### src/rtl/branch_resolve_bht.sv
// ----------------------------------------------------------------------------
// branch_resolve_bht
//   Decode-stage conditional branch resolution combined with a PC-indexed
//   table of saturating taken/not-taken counters and branch statistics.
//
//   Fetch side : pcF is hashed to a table index and the counter MSB is
//                returned as predict_takenF. A pending training update to
//                the same index is forwarded so fetch never sees stale data.
//   Decode side: BEQ/BNE/BLT/BGE/BLTU/BGEU are evaluated on srca/srcb.
//                A resolving branch (not stalled, legal funct3) registers a
//                training update that is written into the table one edge
//                later, and bumps the saturating statistics counters.
//
// Ports
//   clk, reset_n      rising-edge clock, synchronous active-low reset
//   pcF               fetch PC            -> predict_takenF (comb)
//   branchD, funct3D  decode branch valid and condition code
//   srca, srcb        forwarded operands
//   pcD, pred_takenD  decode PC and the prediction that fetched it
//   stallD            decode stalled: outcome shown but not acted on
//   br_takenD         resolved outcome (comb)
//   mispredictD       resolving and outcome != pred_takenD (comb)
//   br_count          resolved branches since reset (registered, saturating)
//   mispred_count     mispredicts since reset (registered, saturating)
//
// Build option
//   BHT_GSHARE_EN : when defined, table indices are XORed with a GHR_BITS
//                   global history register (gshare). Undefined = bimodal.
// ----------------------------------------------------------------------------
module branch_resolve_bht #(
  parameter int XLEN        = 32,
  parameter int BHT_ENTRIES = 64,
  parameter int CNT_BITS    = 2,
  parameter int GHR_BITS    = 6
) (
  input  logic            clk,
  input  logic            reset_n,
  input  logic [XLEN-1:0] pcF,
  output logic            predict_takenF,
  input  logic            branchD,
  input  logic [2:0]      funct3D,
  input  logic [XLEN-1:0] srca,
  input  logic [XLEN-1:0] srcb,
  input  logic [XLEN-1:0] pcD,
  input  logic            pred_takenD,
  input  logic            stallD,
  output logic            br_takenD,
  output logic            mispredictD,
  output logic [31:0]     br_count,
  output logic [31:0]     mispred_count
);

  localparam int IDX = $clog2(BHT_ENTRIES);
  // Weakly not-taken: MSB clear, next-lower bit set.
  localparam logic [CNT_BITS-1:0] CNT_INIT = CNT_BITS'(1) << (CNT_BITS - 2);

  // --------------------------------------------------------------------------
  // Helper functions
  // --------------------------------------------------------------------------
  function automatic logic [CNT_BITS-1:0] cnt_step(input logic [CNT_BITS-1:0] cnt,
                                                   input logic               taken);
    logic [CNT_BITS-1:0] res;
    if (taken) begin
      if (cnt == {CNT_BITS{1'b1}}) res = cnt;
      else                         res = cnt + CNT_BITS'(1);
    end else begin
      if (cnt == {CNT_BITS{1'b0}}) res = cnt;
      else                         res = cnt - CNT_BITS'(1);
    end
    return res;
  endfunction

  function automatic logic [31:0] sat_inc32(input logic [31:0] val);
    logic [31:0] res;
    if (val == 32'hFFFF_FFFF) res = val;
    else                      res = val + 32'd1;
    return res;
  endfunction

  function automatic logic funct3_legal(input logic [2:0] f3);
    logic ok;
    case (f3)
      3'b000, 3'b001, 3'b100, 3'b101, 3'b110, 3'b111: ok = 1'b1;
      default:                                         ok = 1'b0;
    endcase
    return ok;
  endfunction

  // --------------------------------------------------------------------------
  // State
  // --------------------------------------------------------------------------
  logic [CNT_BITS-1:0] bht_q [BHT_ENTRIES];
  logic                upd_valid_q, upd_valid_d;
  logic [IDX-1:0]      upd_idx_q, upd_idx_d;
  logic                upd_taken_q, upd_taken_d;
  logic [31:0]         br_count_q, br_count_d;
  logic [31:0]         mispred_count_q, mispred_count_d;

  logic [IDX-1:0]      pcf_idx_s, pcd_idx_s;
  logic [IDX-1:0]      fetch_idx_s, res_idx_s;
  logic [CNT_BITS-1:0] upd_cnt_s;
  logic [CNT_BITS-1:0] fetch_cnt_s;
  logic                cond_s;
  logic                resolve_s;

  assign pcf_idx_s = pcF[IDX+1:2];
  assign pcd_idx_s = pcD[IDX+1:2];

`ifdef BHT_GSHARE_EN
  logic [GHR_BITS-1:0] ghr_q, ghr_d;

  // Both lookups hash with the history as it stands this cycle.
  assign fetch_idx_s = pcf_idx_s ^ IDX'(ghr_q);
  assign res_idx_s   = pcd_idx_s ^ IDX'(ghr_q);

  // History advances with the same edge that writes the counter.
  always_comb begin
    ghr_d = ghr_q;
    if (upd_valid_q) begin
      ghr_d = GHR_BITS'({ghr_q, upd_taken_q});
    end else begin
      ghr_d = ghr_q;
    end
  end

  // Global history register.
  always_ff @(posedge clk) begin
    if (!reset_n) ghr_q <= {GHR_BITS{1'b0}};
    else          ghr_q <= ghr_d;
  end

  logic unused_s;
  assign unused_s = ^{pcF[XLEN-1:IDX+2], pcF[1:0], pcD[XLEN-1:IDX+2], pcD[1:0]};
`else
  assign fetch_idx_s = pcf_idx_s;
  assign res_idx_s   = pcd_idx_s;

  logic unused_s;
  assign unused_s = ^{pcF[XLEN-1:IDX+2], pcF[1:0], pcD[XLEN-1:IDX+2], pcD[1:0],
                      1'(GHR_BITS)};
`endif

  // --------------------------------------------------------------------------
  // Branch condition evaluation
  // --------------------------------------------------------------------------
  // Compare operands according to funct3; illegal codes never take.
  always_comb begin
    cond_s = 1'b0;
    case (funct3D)
      3'b000:  cond_s = (srca == srcb);
      3'b001:  cond_s = (srca != srcb);
      3'b100:  cond_s = ($signed(srca) <  $signed(srcb));
      3'b101:  cond_s = ($signed(srca) >= $signed(srcb));
      3'b110:  cond_s = (srca <  srcb);
      3'b111:  cond_s = (srca >= srcb);
      default: cond_s = 1'b0;
    endcase
  end

  assign br_takenD   = branchD & cond_s;
  assign resolve_s   = branchD & ~stallD & funct3_legal(funct3D);
  assign mispredictD = resolve_s & (br_takenD != pred_takenD);

  // --------------------------------------------------------------------------
  // Prediction read with forwarding of the pending update
  // --------------------------------------------------------------------------
  assign upd_cnt_s = cnt_step(bht_q[upd_idx_q], upd_taken_q);

  // A pending write to the fetch index is forwarded so fetch sees its result.
  always_comb begin
    fetch_cnt_s = bht_q[fetch_idx_s];
    if (upd_valid_q && (upd_idx_q == fetch_idx_s)) begin
      fetch_cnt_s = upd_cnt_s;
    end else begin
      fetch_cnt_s = bht_q[fetch_idx_s];
    end
  end

  assign predict_takenF = fetch_cnt_s[CNT_BITS-1];

  // --------------------------------------------------------------------------
  // Update pipeline and statistics next-state
  // --------------------------------------------------------------------------
  // Capture the training request and bump counters on a resolve.
  always_comb begin
    upd_valid_d     = resolve_s;
    upd_idx_d       = upd_idx_q;
    upd_taken_d     = upd_taken_q;
    br_count_d      = br_count_q;
    mispred_count_d = mispred_count_q;
    if (resolve_s) begin
      upd_idx_d   = res_idx_s;
      upd_taken_d = br_takenD;
      br_count_d  = sat_inc32(br_count_q);
    end else begin
      upd_idx_d   = upd_idx_q;
      upd_taken_d = upd_taken_q;
      br_count_d  = br_count_q;
    end
    if (mispredictD) begin
      mispred_count_d = sat_inc32(mispred_count_q);
    end else begin
      mispred_count_d = mispred_count_q;
    end
  end

  // Update-request and statistics registers.
  always_ff @(posedge clk) begin
    if (!reset_n) begin
      upd_valid_q     <= 1'b0;
      upd_idx_q       <= {IDX{1'b0}};
      upd_taken_q     <= 1'b0;
      br_count_q      <= 32'd0;
      mispred_count_q <= 32'd0;
    end else begin
      upd_valid_q     <= upd_valid_d;
      upd_idx_q       <= upd_idx_d;
      upd_taken_q     <= upd_taken_d;
      br_count_q      <= br_count_d;
      mispred_count_q <= mispred_count_d;
    end
  end

  // Counter table: reset to weakly not-taken, written one edge after resolve.
  always_ff @(posedge clk) begin
    if (!reset_n) begin
      for (int i = 0; i < BHT_ENTRIES; i++) begin
        bht_q[i] <= CNT_INIT;
      end
    end else if (upd_valid_q) begin
      bht_q[upd_idx_q] <= upd_cnt_s;
    end
  end

  assign br_count      = br_count_q;
  assign mispred_count = mispred_count_q;

endmodule

### config.mk
export PLATFORM = sky130hd
export DESIGN_NAME = branch_resolve_bht
export DESIGN_NICKNAME = d
export VERILOG_FILES = /design/src/rtl/branch_resolve_bht.sv
export SDC_FILE = /design/constraint.sdc
export NUM_CORES = 1
export LEC_CHECK = 0
export ABC_AREA = 1
export BUFFER_PORTS_ARGS = -buffer_cell sky130_fd_sc_hd__buf_4
export CAP_MARGIN = 40
export CORE_MARGIN = 5
export CORE_UTILIZATION = 40
export CTS_BUF_LIST = sky130_fd_sc_hd__clkbuf_8
export DETAILED_ROUTE_END_ITERATION = 12
export GPL_ROUTABILITY_DRIVEN = 1
export HOLD_SLACK_MARGIN = 0.03
export PLACE_DENSITY_LB_ADDON = 0.25
export SYNTH_ARGS = -nofsm -noshare
export SYNTH_HDL_FRONTEND = slang
export SYNTH_SLANG_ARGS = --single-unit
export TNS_END_PERCENT = 10
### constraint.sdc
create_clock -name clk -period 3.65 [get_ports clk]
set_input_delay 0.1825 -clock clk [delete_from_list [all_inputs] [get_ports clk]]
set_output_delay 0.1825 -clock clk [all_outputs]
set_load 0.01 [all_outputs]
== Word level (Yosys, flattened, before mapping) ==
Memory sizes are Yosys's and may differ from the RTL's. A register that Yosys moved wholly into a read port is not among the register bits.
Cells that the tools add are included.
Operators by class
  order comparisons: 4
  mux-type cells: 15
  bitwise gates (word level): 7
  eq/ne operators: 12
  reduce and logical (&&, ||, !) cells: 7
  add/subtract/negate cells: 4
Operators by type and width (number)
  $add A32 B1 Y32 const B: 2
  $eq A32 B32 Y1 const B: 2
  $ge A32 B32 Y1: 2
  $lt A32 B32 Y1: 2
  $eq A32 B32 Y1: 1
  $ne A32 B32 Y1: 1
  $mux W6: 3
  $eq A3 B3 Y1 const B: 4
  $mux W2: 5
  $eq A6 B6 Y1: 1
  $mux W1: 6
  $pmux W1 S6: 1
  $reduce_or A6 Y1: 1
  $and A1 B1 Y1: 4
  $reduce_and A2 Y1: 2
  $eq A3 B1 Y1 const B: 1
  $logic_not A3 Y1: 1
  $not A1 Y1: 3
  $add A2 B1 Y2 const B: 1
  $eq A2 B2 Y1 const B: 1
  $logic_not A2 Y1: 1
  $reduce_or A2 Y1: 1
  $sub A2 B1 Y2 const B: 1
  $logic_and A1 B1 Y1: 1
  $ne A1 B1 Y1: 1
Storage, ports and cells
  RAM bits: 128
  memories: 1
  bits in registers: 72
Memories
  bht_q: depth 64, width 2, read ports 2, clocked after memory_dff 1, wr ports 64, line 92  | logic [CNT_BITS-1:0] bht_q [BHT_ENTRIES];

== Longest topological paths before layout ==
  word-level depth: 6
  mapped depth: 21
  mapped depth without buffers: 21

== Worst setup path before layout ==
OpenSTA, ideal clock, no wires.
  kind: reg2reg
  start: register mispred_count_q[0] (netlist: mispred_count[0])
  end: register mispred_count_q[21] (netlist: mispred_count[21])
  library setup time: 0.132 ns
  stages on the path, launching flop included: 13
  clock period less this slack: 2.136 ns
  buffers on the path: 1
  required time: 3.518 ns
  slack: 1.514 ns
  arrival: 2.003 ns
  path through: dfxtp_1 ha_1 nand2_1 nor2_4 nand3_1 nor4_1 and3_1 nand3_1 nor2_2 nand3_2 clkbuf_1 nand4_1 a21oi_1
Between the ends
  word-level cells in the longest chain between the ends: 3
  elaborated cells between the ends (all ways): 4
Ends and longest elaborated chain
  start: declaration: line 97  | logic [31:0] mispred_count_q, mispred_count_d;
  start signal: assignment: line 220  | mispred_count_q <= mispred_count_d;
  branches (longest 3 deep; another with $add A32 B1 Y32)
Parallel ways; which one is timed is not known.
A chain may end at the register's enable or synchronous reset.

==> results.md <==
Status:
- The run finished with clean final reports.

Clock network:
- The clock net sink count is 206.
- The clock latency on the worst-skew pair is 0.56 ns.
- The H-tree depth reported by CTS is 2.
- The number of buffers inserted during clock tree synthesis is 39.
- The number of setup buffers added after CTS is 0.
- After clock tree synthesis, the clock-pin slew on the worst setup and hold paths is 0.05 ns.
- CTS placed an instance of sky130_fd_sc_hd__clkbuf_8 at the clock tree root.
- TritonCTS built the clock tree.
- The clock passes through at most 3 buffers.

Global route:
- The via count of the first global-routing pass is 11800.
- The global-route usage over all layers is 20.5%.
- The initial antenna violation count came to 0.
- Summed over all layers, the global routing overflow is 0.
- The first-pass GRT wire length is 59600 um.
- Entering global routing, the biggest net connects 65 pins.

Worst setup path:
- The worst setup path is of the reg -> out kind.
- The endpoint identified for the worst register-to-register timing path is bht_q[43][1].
- The critical path arrival is 3.22 ns.
- In this design, the stage delay of the slowest critical-path cell is 0.36 ns.
- For the worst setup path, the data required time is 3.47 ns.
- The nature of the critical path endpoint is an output pin.
- Among all stages on the critical path, the largest delay is contributed by sky130_fd_sc_hd__dfxtp_2.
- The signal on the critical path passes through clkinv_2 > buf_12 > o21ai_0 > o22ai_1 > or2_1 > o211ai_1 > o21ai_1 > o211ai_1 > nand2_1 > inv_2 > nand2_1 > nand2_2 > o21ai_1 > buf_4.
- Along the worst path, the maximum fanout reaches 36.
- For flop-to-flop paths, the worst setup slack is 0.55 ns.
- Counting cells, the worst reg-to-reg path comes to 14.
- The type of origin of the critical path is a flop.

Synthesis:
- The cell area that synthesis handed to floorplanning was 12400 um2.
- Synthesis produced a netlist with a net count of 1856.
- sky130_fd_sc_hd__edfxtp_1 takes more of the synthesized area than any other cell.
- The register bit count reported by yosys is 206.
- The per-instance average area after synthesis is 7.38 um2.
- The gate count after technology mapping is 1686.
- Yosys attributes the largest share of cell area to sky130_fd_sc_hd__edfxtp_1 31%, sky130_fd_sc_hd__dfxtp_1 13%, sky130_fd_sc_hd__nand2_1 10%.
- By area, the combinational part of the netlist is dominated by simple AND/OR/NAND/NOR gates.
- The share of the synthesized area in compound gates (AO/OA/AOI/OAI) is 12.4%.
- The portion of synthesized cell area occupied by the leading cell type is 30.9%.
- The part of the Yosys area used for sequential elements is 43.4%.
- The arithmetic-cell share of the synthesized area counting full adders, half adders and majority gates is 3.42%.
- The xor/xnor cell area share of the yosys netlist is 2.74%.
- During synthesis, Yosys emitted a total of 0 warnings.
- The portion of synthesized area spent on multiplexers is 0%.
- In this run, distinct cell masters in the synthesized netlist total 45.
- After Yosys synthesis, and, or, nand and nor cells account for 28.2% of the synthesized area.

Drt:
- After detailed routing, the average wire length per cell comes to 16.5 um.
- The remaining antenna violation count is 0.
- Summing over every cut layer, the via total after detailed routing is 11900.
- The via count normalized by instance count is 5.31.
- For this block, the initial DRC count from the detailed router was 1055.
- The first detailed-routing pass ran for 5 iterations.
- The number of design rule violations left after detail routing is 0.
- The post-detailed-routing wire length is 37000 um.

STA:
- Setup violations remaining at the end of the flow were counted as 0.
- The number of slew-limit violations in the final report came to 0.
- The setup skew after layout is 0.0489 ns.
- The fmax is 294 MHz.
- The part of the cycle the worst path needs is 93.3%.
- The final number of hold-violating endpoints came to 0.
- After routing, the total negative slack on setup checks comes to 0 ns.
- At the pin with the least slew margin, the transition time is 0.733 ns.
- Setup repair after global routing left no endpoint under its margin.
- The worst-case setup margin in the final layout is 0.245 ns.
- The normalized max-slew margin is 51.1%.
- After layout, the minimum clock period comes to 3.41 ns.

Power and ir drop:
- Summed over all cells, the static leakage comes to 5.53 nW.
- The net switching fraction of the power is 28.8%.
- The share of total power dissipated in combinational logic is 14.0%.
- The switching power is 1.54 mW.
- The internal power of the cells totals 3.81 mW.
- The clock network is responsible for 38.5% of the overall power.
- The largest vdd supply drop is 0.264 mV.
- The power density of the placed cells is 367 nW/um2.
- The sequential share of power is 47.4%.

Place:
- The number of buffer cells added on primary ports is 150.
- The final weighted congestion of routability-driven global placement is 0.878.
- Timing analysis after detailed placement gives a worst setup slack of 0.755 ns.
- The HPWL after detailed placement is 25500 um.

Floorplanning:
- The vertical die dimension is 186 um.
- The region available for standard cell placement spans 30700 um2.
- The width of the die is 186 um.
- For this configuration, the core starts out at a cell density of 40.6%.
- The initialized floorplan defines 64 standard-cell rows.
- The total die area is 34700 um2.
- The I/O pin count is 203.

Worst hold path:
- The worst hold path class is in -> reg.
- In this run the most critical hold path is launched from pcD[6].
- The instance count along the most critical hold path is 3.

Finish:
- The final layout contains 1991 nets.
- 0 antenna diodes ended up in the layout.
- From synthesis to final layout, the design area changed by 17.2%.
- The post-route netlist has 13.6% of its cells at a drive strength greater than 1.

Flow run:
- The count of max-cap constraint violations is 0.
==> area by class of cell <==
cell class              count  area, um2
inverters                 221        831
flip-flops and latches    206       5410
well taps                 396        495
multi-input cells        1183       5830
fillers                  3074      16100
clock buffers              42        578
repair buffers            170       1320
clock inverters            29        125
==> per-stage QoR <==
step / std cells / util, % / hold slack [ns] / area (um2) / power (mW)
3_3_place_gp: 2171 / 45.1 / 0.469 / 13800 / 3.31
6_report: 2247 / 47.6 / 0.0687 / 14600 / 5.35
2_1_floorplan: 1686 / - / 0.387 / 12400 / 3.08
3_5_place_dp: 2172 / 45.1 / 0.474 / 13800 / 3.33
4_1_cts: 2247 / 47.6 / 0.0459 / 14600 / 5.39
5_1_grt: 2247 / 47.6 / 0.0733 / 14600 / 5.59
==> registers in the layout (all words and copies together), names as in the netlist, named ones only <==
name and flops:
bht_q 128, br_count 32, mispred_count 32, upd_idx_q 6, upd_taken_q 1, upd_valid_q 1
==> what timing repair did <==
action	4_1_cts	5_1_grt
resized for setup	0	1
endpoints found under the hold margin	8	0
setup endpoints to repair	0	1
hold buffers	4	0
==> kinds of logic after synthesis <==
logic type	Yosys count
xor gates and xnor gates	39
and+or+nand+nor	833
adders and majority gates	34
buffers and inverters	297
DFF	206
AOI/OAI and AO/OA	277
==> worst max-delay path: cells and delay by family, from the launching register on <==
| kind | cells | cell delay, ns |
|---|---|---|
| AO/OA/AOI/OAI | 6 | 0.79 |
| flip-flops | 1 | 0.36 |
| AND/OR/NAND/NOR | 4 | 0.63 |
| buffers and inverters | 4 | 0.91 |
==> cells in the final DEF (no fill, tap or decap), types with 2 or more instances in the layout <==
cell and count:
sky130_fd_sc_hd__a21oi_1 72, sky130_fd_sc_hd__a221oi_1 2, sky130_fd_sc_hd__a32o_1 2, sky130_fd_sc_hd__buf_12 3
sky130_fd_sc_hd__buf_4 163, sky130_fd_sc_hd__clkbuf_8 42, sky130_fd_sc_hd__clkinv_1 4, sky130_fd_sc_hd__clkinv_2 5
sky130_fd_sc_hd__dfxtp_1 77, sky130_fd_sc_hd__dlygate4sd3_1 4, sky130_fd_sc_hd__edfxtp_1 128, sky130_fd_sc_hd__ha_1 34
sky130_fd_sc_hd__inv_1 231, sky130_fd_sc_hd__inv_2 8, sky130_fd_sc_hd__nand2_1 333, sky130_fd_sc_hd__nand2_2 5
sky130_fd_sc_hd__nand3_1 38, sky130_fd_sc_hd__nand3_2 2, sky130_fd_sc_hd__nand3b_1 2, sky130_fd_sc_hd__nand4_1 49
sky130_fd_sc_hd__nor2_1 326, sky130_fd_sc_hd__nor2_2 14, sky130_fd_sc_hd__nor2_4 2, sky130_fd_sc_hd__nor3_1 37
sky130_fd_sc_hd__nor4_1 19, sky130_fd_sc_hd__o211ai_1 7, sky130_fd_sc_hd__o21a_1 2, sky130_fd_sc_hd__o21ai_0 87
sky130_fd_sc_hd__o21ai_1 47, sky130_fd_sc_hd__o221ai_1 15, sky130_fd_sc_hd__o22ai_1 37, sky130_fd_sc_hd__or2_1 2
sky130_fd_sc_hd__xnor2_1 8, sky130_fd_sc_hd__xor2_1 31
==> synthesized netlist by cell type <==
library cell                count
sky130_fd_sc_hd__nand3_1       38
sky130_fd_sc_hd__o221a_2        1
sky130_fd_sc_hd__nand2_2        4
sky130_fd_sc_hd__xnor2_1        8
sky130_fd_sc_hd__a21oi_1       72
sky130_fd_sc_hd__a21oi_2        1
sky130_fd_sc_hd__dfxtp_1       78
sky130_fd_sc_hd__a31oi_1        1
sky130_fd_sc_hd__nor3_4         1
sky130_fd_sc_hd__nor3_1        37
sky130_fd_sc_hd__o21a_1         2
sky130_fd_sc_hd__or2_1          2
sky130_fd_sc_hd__inv_1        210
sky130_fd_sc_hd__o21ai_1       47
sky130_fd_sc_hd__and3_1         1
sky130_fd_sc_hd__buf_6          8
sky130_fd_sc_hd__o21bai_1       1
sky130_fd_sc_hd__clkbuf_2       1
sky130_fd_sc_hd__nand4_1       49
sky130_fd_sc_hd__clkbuf_1      39
sky130_fd_sc_hd__o21ai_0       87
sky130_fd_sc_hd__buf_4          3
sky130_fd_sc_hd__nor2_4         2
sky130_fd_sc_hd__a32o_1         2
sky130_fd_sc_hd__nand3_2        2
sky130_fd_sc_hd__edfxtp_1     128
sky130_fd_sc_hd__nand3b_1       2
sky130_fd_sc_hd__a21o_1         1
sky130_fd_sc_hd__nor3b_2        1
sky130_fd_sc_hd__a221oi_1       2
sky130_fd_sc_hd__o211ai_1       7
sky130_fd_sc_hd__o2111ai_1      1
sky130_fd_sc_hd__buf_2         21
sky130_fd_sc_hd__ha_1          34
sky130_fd_sc_hd__clkinv_1       2
sky130_fd_sc_hd__nand2_1      334
sky130_fd_sc_hd__buf_1          4
sky130_fd_sc_hd__nor2_2        14
sky130_fd_sc_hd__nor4_1        19
sky130_fd_sc_hd__o221ai_1      15
sky130_fd_sc_hd__inv_2          9
sky130_fd_sc_hd__nor2_1       326
sky130_fd_sc_hd__xor2_1        31
sky130_fd_sc_hd__o22ai_1       37
sky130_fd_sc_hd__nand3_4        1
==> per-layer routing <==
layer	up-vias	track usage, %	routed length (um)
met5	-	0	0
met3	81	4.00	2790
met2	448	35.6	18000
met1	5563	25.8	15200
met4	0	6.63	1010
li1	5848	-	-
==> power groups by stage <==
stage / clock network [mW] / registers [mW] / logic (mW)
3_5_place_dp: 0 / 2.59 / 0.744
4_1_cts: 2.11 / 2.54 / 0.749
3_3_place_gp: 0 / 2.58 / 0.727
6_report: 2.06 / 2.54 / 0.751
5_1_grt: 2.22 / 2.54 / 0.828
2_1_floorplan: 0 / 2.57 / 0.504
==> how the worst max path moves through the flow <==
stage,depth (start not counted),start,slack (ns),endpoint
2_1_floorplan,12,mispred_count[0],1.51,mispred_count[21]
3_5_place_dp,13,flop,0.75,predict_takenF
3_3_place_gp,12,flop,0.57,predict_takenF
4_1_cts,13,flop,0.20,predict_takenF
5_1_grt,14,flop,0.02,predict_takenF
6_report,14,flop,0.24,predict_takenF
Power figures use the tool's default switching activity.
